<file path="src/rtl/uart_cmd_decoder_if.sv">
`default_nettype none
// ============================================================================
// Module   : uart_cmd_decoder_if
// Purpose  : Bundles the UART byte handshake and the decoded configuration
//            outputs of the command decoder into one connection.
// Revision : 1.0 - initial release
// ============================================================================
interface uart_cmd_decoder_if;

  // Receive side: one-cycle strobe plus the byte it qualifies
  logic       rx_valid;
  logic [7:0] rx_data;

  // Transmit side: reply request towards the UART transmitter
  logic       tx_busy;
  logic       tx_start;
  logic [7:0] tx_data;

  // Decoded configuration towards the waveform generator
  logic [2:0] wave_sel;
  logic [2:0] freq_sel;
  logic [1:0] amp_sel;
  logic       cfg_update;
  logic [7:0] err_cnt;

  // Environment side (UART and waveform generator / testbench)
  modport master (
    output rx_valid,
    output rx_data,
    output tx_busy,
    input  tx_start,
    input  tx_data,
    input  wave_sel,
    input  freq_sel,
    input  amp_sel,
    input  cfg_update,
    input  err_cnt
  );

  // Decoder side
  modport slave (
    input  rx_valid,
    input  rx_data,
    input  tx_busy,
    output tx_start,
    output tx_data,
    output wave_sel,
    output freq_sel,
    output amp_sel,
    output cfg_update,
    output err_cnt
  );

endinterface
`default_nettype wire

</file>
<file path="src/rtl/uart_cmd_decoder.sv">
`default_nettype none
// ============================================================================
// Module   : uart_cmd_decoder
// Purpose  : Collects 3-byte command frames (header, command, inverted
//            command) from the UART receive stream, applies validated
//            commands to the waveform/frequency/amplitude selects and asks
//            the UART transmitter to return a one-byte ACK or NAK.
// Revision : 1.0 - initial release
// ============================================================================
module uart_cmd_decoder #(
  parameter int unsigned TIMEOUT_CYC = 5_000_000,
  parameter logic [7:0]  HDR_BYTE    = 8'hA5,
  parameter logic [7:0]  ACK_BYTE    = 8'h06,
  parameter logic [7:0]  NAK_BYTE    = 8'h15
) (
  input  wire logic          clk,
  input  wire logic          rst,
  uart_cmd_decoder_if.slave  bus
);

  // Inter-byte counter only ever needs to reach TIMEOUT_CYC-1
  localparam int unsigned      CNT_W    = (TIMEOUT_CYC > 2) ? $clog2(TIMEOUT_CYC) : 1;
  localparam logic [CNT_W-1:0] CNT_LAST = CNT_W'(TIMEOUT_CYC - 1);

  typedef enum logic [1:0] {
    ST_IDLE       = 2'd0,
    ST_GET_CMD    = 2'd1,
    ST_GET_CHK    = 2'd2,
    ST_SEND_REPLY = 2'd3
  } state_t;

  // Registered state and its next values
  state_t           state,      state_nxt;
  logic [7:0]       cmd,        cmd_nxt;
  logic [CNT_W-1:0] cnt,        cnt_nxt;
  logic [2:0]       wave_q,     wave_nxt;
  logic [2:0]       freq_q,     freq_nxt;
  logic [1:0]       amp_q,      amp_nxt;
  logic             cfg_q,      cfg_nxt;
  logic             txs_q,      txs_nxt;
  logic [7:0]       txd_q,      txd_nxt;
  logic [7:0]       err_q,      err_nxt;

  // Helper terms
  logic [7:0]       cmd_inv;
  logic             chk_ok;
  logic             tmo_hit;
  logic             hdr_seen;
  logic [7:0]       err_inc;

  assign cmd_inv  = ~cmd;
  assign chk_ok   = (bus.rx_data == cmd_inv);
  assign tmo_hit  = (cnt == CNT_LAST);
  assign hdr_seen = bus.rx_valid && (bus.rx_data == HDR_BYTE);
  // Rejected-frame counter sticks at its maximum instead of wrapping
  assign err_inc  = (err_q == 8'hFF) ? 8'hFF : (err_q + 8'd1);

  // State register and all registered outputs
  always_ff @(posedge clk) begin
    if (rst) begin
      state  <= ST_IDLE;
      cmd    <= 8'h00;
      cnt    <= '0;
      wave_q <= 3'd0;
      freq_q <= 3'd0;
      amp_q  <= 2'd0;
      cfg_q  <= 1'b0;
      txs_q  <= 1'b0;
      txd_q  <= 8'h00;
      err_q  <= 8'h00;
    end else begin
      state  <= state_nxt;
      cmd    <= cmd_nxt;
      cnt    <= cnt_nxt;
      wave_q <= wave_nxt;
      freq_q <= freq_nxt;
      amp_q  <= amp_nxt;
      cfg_q  <= cfg_nxt;
      txs_q  <= txs_nxt;
      txd_q  <= txd_nxt;
      err_q  <= err_nxt;
    end
  end

  // Next-state and next-output decode for the frame collector
  always_comb begin
    state_nxt = state;
    cmd_nxt   = cmd;
    cnt_nxt   = cnt;
    wave_nxt  = wave_q;
    freq_nxt  = freq_q;
    amp_nxt   = amp_q;
    cfg_nxt   = 1'b0;
    txs_nxt   = 1'b0;
    txd_nxt   = txd_q;
    err_nxt   = err_q;

    case (state)
      ST_IDLE: begin
        // Non-header bytes are line noise and are dropped without counting
        cnt_nxt = '0;
        if (hdr_seen) begin
          state_nxt = ST_GET_CMD;
        end
      end

      ST_GET_CMD: begin
        // Any byte is a legal command, including one equal to the header;
        // a byte in the timeout cycle takes priority over the timeout
        if (bus.rx_valid) begin
          cmd_nxt   = bus.rx_data;
          cnt_nxt   = '0;
          state_nxt = ST_GET_CHK;
        end else if (tmo_hit) begin
          cmd_nxt   = 8'h00;
          cnt_nxt   = '0;
          err_nxt   = err_inc;
          state_nxt = ST_IDLE;
        end else begin
          cnt_nxt = cnt + CNT_W'(1);
        end
      end

      ST_GET_CHK: begin
        if (bus.rx_valid) begin
          cnt_nxt = '0;
          if (chk_ok) begin
            {wave_nxt, freq_nxt, amp_nxt} = cmd;
            cfg_nxt = 1'b1;
            txd_nxt = ACK_BYTE;
          end else begin
            txd_nxt = NAK_BYTE;
            err_nxt = err_inc;
          end
          // Reply can go out together with the new selects if the
          // transmitter is already free
          txs_nxt   = !bus.tx_busy;
          state_nxt = ST_SEND_REPLY;
        end else if (tmo_hit) begin
          cmd_nxt   = 8'h00;
          cnt_nxt   = '0;
          err_nxt   = err_inc;
          state_nxt = ST_IDLE;
        end else begin
          cnt_nxt = cnt + CNT_W'(1);
        end
      end

      ST_SEND_REPLY: begin
        // Received bytes are ignored here. The state is left one cycle after
        // the tx_start pulse, so a new header is accepted from then on.
        cnt_nxt = '0;
        if (txs_q) begin
          state_nxt = ST_IDLE;
        end else if (!bus.tx_busy) begin
          txs_nxt = 1'b1;
        end
      end

      default: begin
        state_nxt = ST_IDLE;
        cnt_nxt   = '0;
      end
    endcase
  end

  assign bus.wave_sel   = wave_q;
  assign bus.freq_sel   = freq_q;
  assign bus.amp_sel    = amp_q;
  assign bus.cfg_update = cfg_q;
  assign bus.tx_start   = txs_q;
  assign bus.tx_data    = txd_q;
  assign bus.err_cnt    = err_q;

endmodule
`default_nettype wire
</file>
<file path="src/flat_wrapper.sv">
// flat-port wrapper written by rule: the top's interface ports become plain ports
module uart_cmd_decoder_flat 
#(
  parameter int unsigned TIMEOUT_CYC = 5_000_000,
  parameter logic [7:0]  HDR_BYTE    = 8'hA5,
  parameter logic [7:0]  ACK_BYTE    = 8'h06,
  parameter logic [7:0]  NAK_BYTE    = 8'h15
)
  (clk, rst, bus_rx_valid, bus_rx_data, bus_tx_busy, bus_tx_start, bus_tx_data, bus_wave_sel, bus_freq_sel, bus_amp_sel, bus_cfg_update, bus_err_cnt);
  uart_cmd_decoder_if bus_i ();
  input  wire logic clk;
  input  wire logic rst;
  input wire logic [$bits(bus_i.rx_valid)-1:0] bus_rx_valid;
  input wire logic [$bits(bus_i.rx_data)-1:0] bus_rx_data;
  input wire logic [$bits(bus_i.tx_busy)-1:0] bus_tx_busy;
  output wire logic [$bits(bus_i.tx_start)-1:0] bus_tx_start;
  output wire logic [$bits(bus_i.tx_data)-1:0] bus_tx_data;
  output wire logic [$bits(bus_i.wave_sel)-1:0] bus_wave_sel;
  output wire logic [$bits(bus_i.freq_sel)-1:0] bus_freq_sel;
  output wire logic [$bits(bus_i.amp_sel)-1:0] bus_amp_sel;
  output wire logic [$bits(bus_i.cfg_update)-1:0] bus_cfg_update;
  output wire logic [$bits(bus_i.err_cnt)-1:0] bus_err_cnt;
  assign bus_i.rx_valid = bus_rx_valid;
  assign bus_i.rx_data = bus_rx_data;
  assign bus_i.tx_busy = bus_tx_busy;
  assign bus_tx_start = bus_i.tx_start;
  assign bus_tx_data = bus_i.tx_data;
  assign bus_wave_sel = bus_i.wave_sel;
  assign bus_freq_sel = bus_i.freq_sel;
  assign bus_amp_sel = bus_i.amp_sel;
  assign bus_cfg_update = bus_i.cfg_update;
  assign bus_err_cnt = bus_i.err_cnt;
  uart_cmd_decoder #(.TIMEOUT_CYC(TIMEOUT_CYC), .HDR_BYTE(HDR_BYTE), .ACK_BYTE(ACK_BYTE), .NAK_BYTE(NAK_BYTE)) u_core (.clk(clk), .rst(rst), .bus(bus_i));
endmodule
</file>
<file path="config.mk">
export PLATFORM = sky130hd
export DESIGN_NAME = uart_cmd_decoder_flat
export DESIGN_NICKNAME = d
export VERILOG_FILES = /design/src/rtl/uart_cmd_decoder_if.sv /design/src/rtl/uart_cmd_decoder.sv /design/src/flat_wrapper.sv
export SDC_FILE = /design/constraint.sdc
export NUM_CORES = 1
export LEC_CHECK = 0
export ABC_CLOCK_PERIOD_IN_PS = 5850
export BUFFER_PORTS_ARGS = -buffer_cell sky130_fd_sc_hd__buf_4
export CORE_UTILIZATION = 30
export CTS_CLUSTER_DIAMETER = 150
export CTS_CLUSTER_SIZE = 20
export DETAILED_ROUTE_END_ITERATION = 10
export GPL_ROUTABILITY_DRIVEN = 1
export SYNTH_ARGS = -nofsm -noshare
export SYNTH_HDL_FRONTEND = slang
export SYNTH_SLANG_ARGS = --single-unit
export TNS_END_PERCENT = 50
</file>
<file path="constraint.sdc">
create_clock -name clk -period 5.85 [get_ports clk]
set_clock_uncertainty 0.05 [all_clocks]
set_input_delay 0.2925 -clock clk [delete_from_list [all_inputs] [get_ports clk]]
set_output_delay 0.2925 -clock clk [all_outputs]
set_load 0.02 [all_outputs]
</file>
Word-level counts from Yosys, hierarchy flattened
Index checks and enable logic that the tools add are counted.
{"block": "word_totals", "register_bits": 59, "in_bits": 12, "out_inout_bits": 26}
{"block": "op_classes", "add_sub_neg": 2, "n_eq_ne": 12, "mux": 25, "n_bitwise": 3, "n_reduce_logical": 12}
{"cell": "two-way mux 8 bit", "n": 8}
{"cell": "two-way mux 23 bit", "n": 2}
{"cell": "case mux 23 bit (2 select lines)", "n": 1}
{"cell": "case mux 8 bit (2 select lines)", "n": 2}
{"cell": "adder 23 x 1 -> 23 bit (second input constant)", "n": 1}
{"cell": "== test 23 bit (second input constant)", "n": 1}
{"cell": "== test 8 bit (second input constant)", "n": 2}
{"cell": "two-way mux 2 bit", "n": 5}
{"cell": "adder 8 x 1 -> 8 bit (second input constant)", "n": 1}
{"cell": "== test 8 bit", "n": 1}
{"cell": "inverter 8 bit", "n": 1}
{"cell": "case mux 2 bit (4 select lines)", "n": 1}
{"cell": "AND reduction 2 bit", "n": 3}
{"cell": "AND reduction 3 bit", "n": 2}
{"cell": "two-way mux 5 bit", "n": 1}
{"cell": "== test 2 bit (second input constant)", "n": 2}
{"cell": "two-way mux 1 bit", "n": 4}
{"cell": "inequality test 2 x 1 -> 1 bit (second input constant)", "n": 2}
{"cell": "inequality test 2 bit (second input constant)", "n": 2}
{"cell": "OR reduction 2 bit", "n": 2}
{"cell": "inequality test 3 bit (second input constant)", "n": 1}
{"cell": "OR reduction 3 bit", "n": 1}
{"cell": "== test 2 x 1 -> 1 bit (second input constant)", "n": 1}
{"cell": "logical NOT 2 bit", "n": 1}
{"cell": "5 further kinds", "n": 6}

Logic depth before layout (Yosys ltp)
{"block": "logic_depth", "word_depth": 5, "depth_mapped": 8, "ltp_nobuf": 7}

Worst setup path after synthesis
Ideal clock, no wire load.
{"block": "synth_timing", "kind": "reg-to-reg", "startpoint": "register u_core.state[0]", "endpoint": "register u_core.cmd[0]", "setup_ns": 0.060, "arrival_ns": 1.744, "setup_slack_ns": 3.996, "path_stages_with_launch": 8, "path_cell_list": "dfxtp_1 > inv_1 > ha_1 > nor2_1 > inv_1 > a22o_2 > a21oi_1 > a22o_1"}
{"block": "synth_via", "elab_chain_cells": 3}
{"element": "start, declared", "line": "uart_cmd_decoder.sv:33", "text": "state_t state, state_nxt;"}
{"element": "start signal, assigned", "line": "uart_cmd_decoder.sv:72", "text": "state <= state_nxt;"}
{"element": "== test 2 bit or == test 2 x 1 -> 1 bit (tied branches)", "line": "uart_cmd_decoder.sv:98", "text": "case (state)"}
{"element": "inequality test 2 bit (no line) or nonzero test 2 bit (tied branches)"}
{"element": "AND reduction 2 bit (no line)"}
{"element": "end signal, assigned", "line": "uart_cmd_decoder.sv:73", "text": "cmd <= cmd_nxt;"}
{"element": "end, declared", "line": "uart_cmd_decoder.sv:34", "text": "logic [7:0] cmd, cmd_nxt;"}
Several ways; a longest one is shown, not always the timed one.
A chain may end at the register's enable or synchronous reset.

Worst setup path after layout
{"block": "layout_timing", "startpoint": "register u_core.state[0]", "endpoint": "register u_core.err_q[2] (netlist: u_core.bus.err_cnt[2])"}
{"block": "layout_via", "elab_chain_cells": 3}
{"element": "== test 2 bit or == test 2 x 1 -> 1 bit (tied branches)", "line": "uart_cmd_decoder.sv:98"}
{"element": "inequality test 3 bit (no line) (tied with other cells)"}
{"element": "AND reduction 3 bit (no line)"}
{"element": "end signal, assigned", "line": "uart_cmd_decoder.sv:81", "text": "err_q <= err_nxt;"}
{"element": "end, declared", "line": "uart_cmd_decoder.sv:42", "text": "logic [7:0] err_q, err_nxt;"}
Several ways; a longest one is shown, not always the timed one.

==> results.json <==
{
  "die_area_um2": 8640,
  "crit_path_start_kind": "flop",
  "p_total_mw": 0.687,
  "dpl.hpwl_mm": 3.55,
  "firstDrtPassIters": 4,
  "core_um2": 7850,
  "max-vdd-ir-drop_mv": 0.102,
  "grt_use_total_pct": 12.1,
  "cp_num_buf_inv": 1,
  "fill_cells": 818,
  "finalNonFillerCells": 399,
  "cts_root_buf": "clkbuf_8",
  "synth_top_area_share_pct": 43.5,
  "tightest_slew_ns": 0.889,
  "cts.sinks": 54,
  "fin_crit_sh_pct": 40.9,
  "start_util_pct": 31.6,
  "routed_wl_mm": 4.82,
  "syn_to_final_growth_pct": 15.9,
  "yosysWarnings": 0,
  "fin_nets": 314,
  "critPathTopFamily": "compound AO/OA/AOI/OAI gates",
  "drv_slew": 0,
  "ys_async_sr_fraction_pct": 0,
  "cp.arrival_ns": 2.53,
  "synth_area_um2": 2480,
  "wire_per_inst_um": 12.1,
  "end_kind": "flop",
  "grt_pass1_wl_mm": 8.40,
  "cts.htree.levels": 2,
  "leakagePower_nw": 1.10,
  "gp_congestion": 0.756,
  "slew_headroom_pct": 40.3,
  "worstSkewPairLatency_ns": 0.31,
  "dp_cells": 391,
  "path_class": "reg -> reg",
  "postCtsResizedCells": 0,
  "powerDensity_nw_per_um2": 239,
  "rsz0062_at_grt": "false",
  "finalCriticalPeriod_ns": 2.39,
  "final_area_um2": 2880,
  "fp.dieH_um": 93.0,
  "synth_edf_count": 0,
  "status": "finished clean",
  "grt_start_max_net_pins": 28,
  "drc_errors": 0,
  "vias": 1922,
  "synth_area_leader_cell": "dfxtp_1",
  "synth_common_cells": "54 x dfxtp_1, 41 x nor2_1, 18 x xnor2_1",
  "max-clock-path-buffers": 2,
  "hp-class": "in -> reg",
  "ys.flop_type": "dfxtp_1",
  "die_x_um": 93.0,
  "clock.fmax_mhz": 418,
  "post_cts.repair.setup_buffers": 0,
  "grt_antenna_before_repair": 0,
  "netlist_instances": 267,
  "synth.lib_cells_used.distinct": 47,
  "drv_cap": 0,
  "grt-ovfl-total": 0,
  "drive_gt1_share_pct": 16.2,
  "cpMaxStageDelayCell": "a32oi_1",
  "setup-tns-final_ns": 0,
  "grt_pass1_vias": 1820,
  "drt_iter0_drc": 50,
  "critical-path-max-stage-delay_ns": 0.72,
  "finalHoldViolCount": 0,
  "port_buffers": 33,
  "clkTransAtPathRegs_ns": 0.10,
  "io_pins": 38,
  "placed_area_um2": 2760,
  "numCtsBuffers": 5,
  "synth-seq-cells": 54,
  "postCtsHoldBufs": 0,
  "ant_nets": 0,
  "setup_viol": 0,
  "seq_area_um2": 1080,
  "ys_seq_area_share_pct": 43.5,
  "fp-row-count": 32,
  "synthTopCellsByArea": "dfxtp_1 44%, xnor2_1 6.4%, nor2_1 6.2%",
  "via_per_inst": 4.82,
  "multi_input_area_um2": 1280,
  "path_max_fanout": 11,
  "worstPathCellList": "inv_1 > ha_1 > nand2_1 > nor2_1 > a32oi_1 > and3_2 > a311oi_1",
  "cts_tree": "done",
  "crit_required_ns": 5.98,
  "syn_avg_cell_area_um2": 9.30,
  "synth.most_common_cell": "dfxtp_1",
  "antenna_cells": 0
}
==> cell usage in the layout, fill, tap and decap left out, types with 2 or more instances in the layout <==
cell type,instances
nand2_1,15
clkbuf_8,5
nand2b_1,2
a211oi_1,6
inv_1,6
a31oi_1,5
and3_1,9
conb_1,4
a22o_1,8
a311oi_1,2
and2_1,3
mux2i_1,8
xor2_1,11
a21oi_1,9
xnor2_1,18
nor2_1,41
dfxtp_1,54
nor3_1,5
nand3_1,12
ha_1,6
nand4_1,6
buf_4,33
and4_1,2
nor2b_1,3
nor4_1,3
==> path summary, 6_finish.rpt <==
check	start	to	slack (ns)	cells after the start
max	u_core.state[0]	u_core.bus.err_cnt[2]	3.46	7
min	bus_tx_busy	u_core.bus.tx_start	0.09	2
max reg2reg	u_core.state[0]	u_core.bus.err_cnt[2]	3.46	7
min reg2reg	u_core.bus.tx_data[1]	u_core.bus.tx_data[1]	0.42	2
==> power by group <==
part           leakage (nW)  internal [mW]  total [mW]  switching (mW)
Sequential            0.435          0.373       0.378         0.00554
Combinational         0.603         0.0216      0.0541          0.0325
Clock                0.0587          0.130       0.255           0.125
Total                  1.10          0.524       0.687           0.163
==> kinds of logic (layout without fill, tap and decap cells) <==
| kind of cell | Yosys count | count (layout) | share of synthesized area (%) |
|---|---|---|---|
| buffers and inverters | 20 | 47 | 5.24 |
| AND/OR/NAND/NOR | 111 | 111 | 23.5 |
| XOR/XNOR | 29 | 29 | 10.2 |
| multiplexers | 8 | 8 | 3.23 |
| AO/OA/AOI/OAI | 38 | 38 | 11.0 |
| adder cells (fa/ha/maj) | 6 | 6 | 3.02 |
| flip-flops | 54 | 54 | 43.5 |
| other | 1 | 4 | 0.151 |
==> stage by stage <==
stage	hold slack [ns]	utilization, %	setup WS [ns]
after global placement	0.396	35.2	3.49
after detailed placement	0.408	35.2	3.51
final	0.0879	36.7	3.46
after floorplan	0.321	-	4.00
after CTS	0.0735	36.7	3.46
after global routing	0.0689	36.7	3.29
==> routing by layer <==
layer	vias up	routed length, um	track usage [%]
met5	-	0	0
met2	35	2290	20.5
met1	887	2250	14.8
met3	6	231	3.53
met4	0	51	3.46
li1	994	-	-
==> worst register-to-register path: stages (launching register included) <==
cell and delay, ns:
dfxtp_1 0.38, inv_1 0.11, ha_1 0.29, nand2_1 0.16, nor2_1 0.08, a32oi_1 0.72
and3_2 0.39, a311oi_1 0.10
==> state kept, by name, indices dropped and copies added, names as in the netlist <==
| register | flops |
|---|---|
| u_core.cnt | 23 |
| u_core.bus.err_cnt | 8 |
| u_core.cmd | 8 |
| u_core.bus.freq_sel | 3 |
| u_core.bus.tx_data | 3 |
| u_core.bus.wave_sel | 3 |
| u_core.bus.amp_sel | 2 |
| u_core.state | 2 |
| u_core.bus.cfg_update | 1 |
| u_core.bus.tx_start | 1 |
==> cell type report <==
| class | count | area share (%) |
|---|---|---|
| Multi-Input combinational cell | 196 | 44.6 |
| Sequential cell | 54 | 37.6 |
| Timing Repair Buffer | 33 | 8.61 |
| Tap cell | 102 | 4.43 |
| Clock buffer | 5 | 2.39 |
| Clock inverter | 3 | 1.65 |
| Inverter | 6 | 0.783 |
Power figures use the tool's default switching activity.
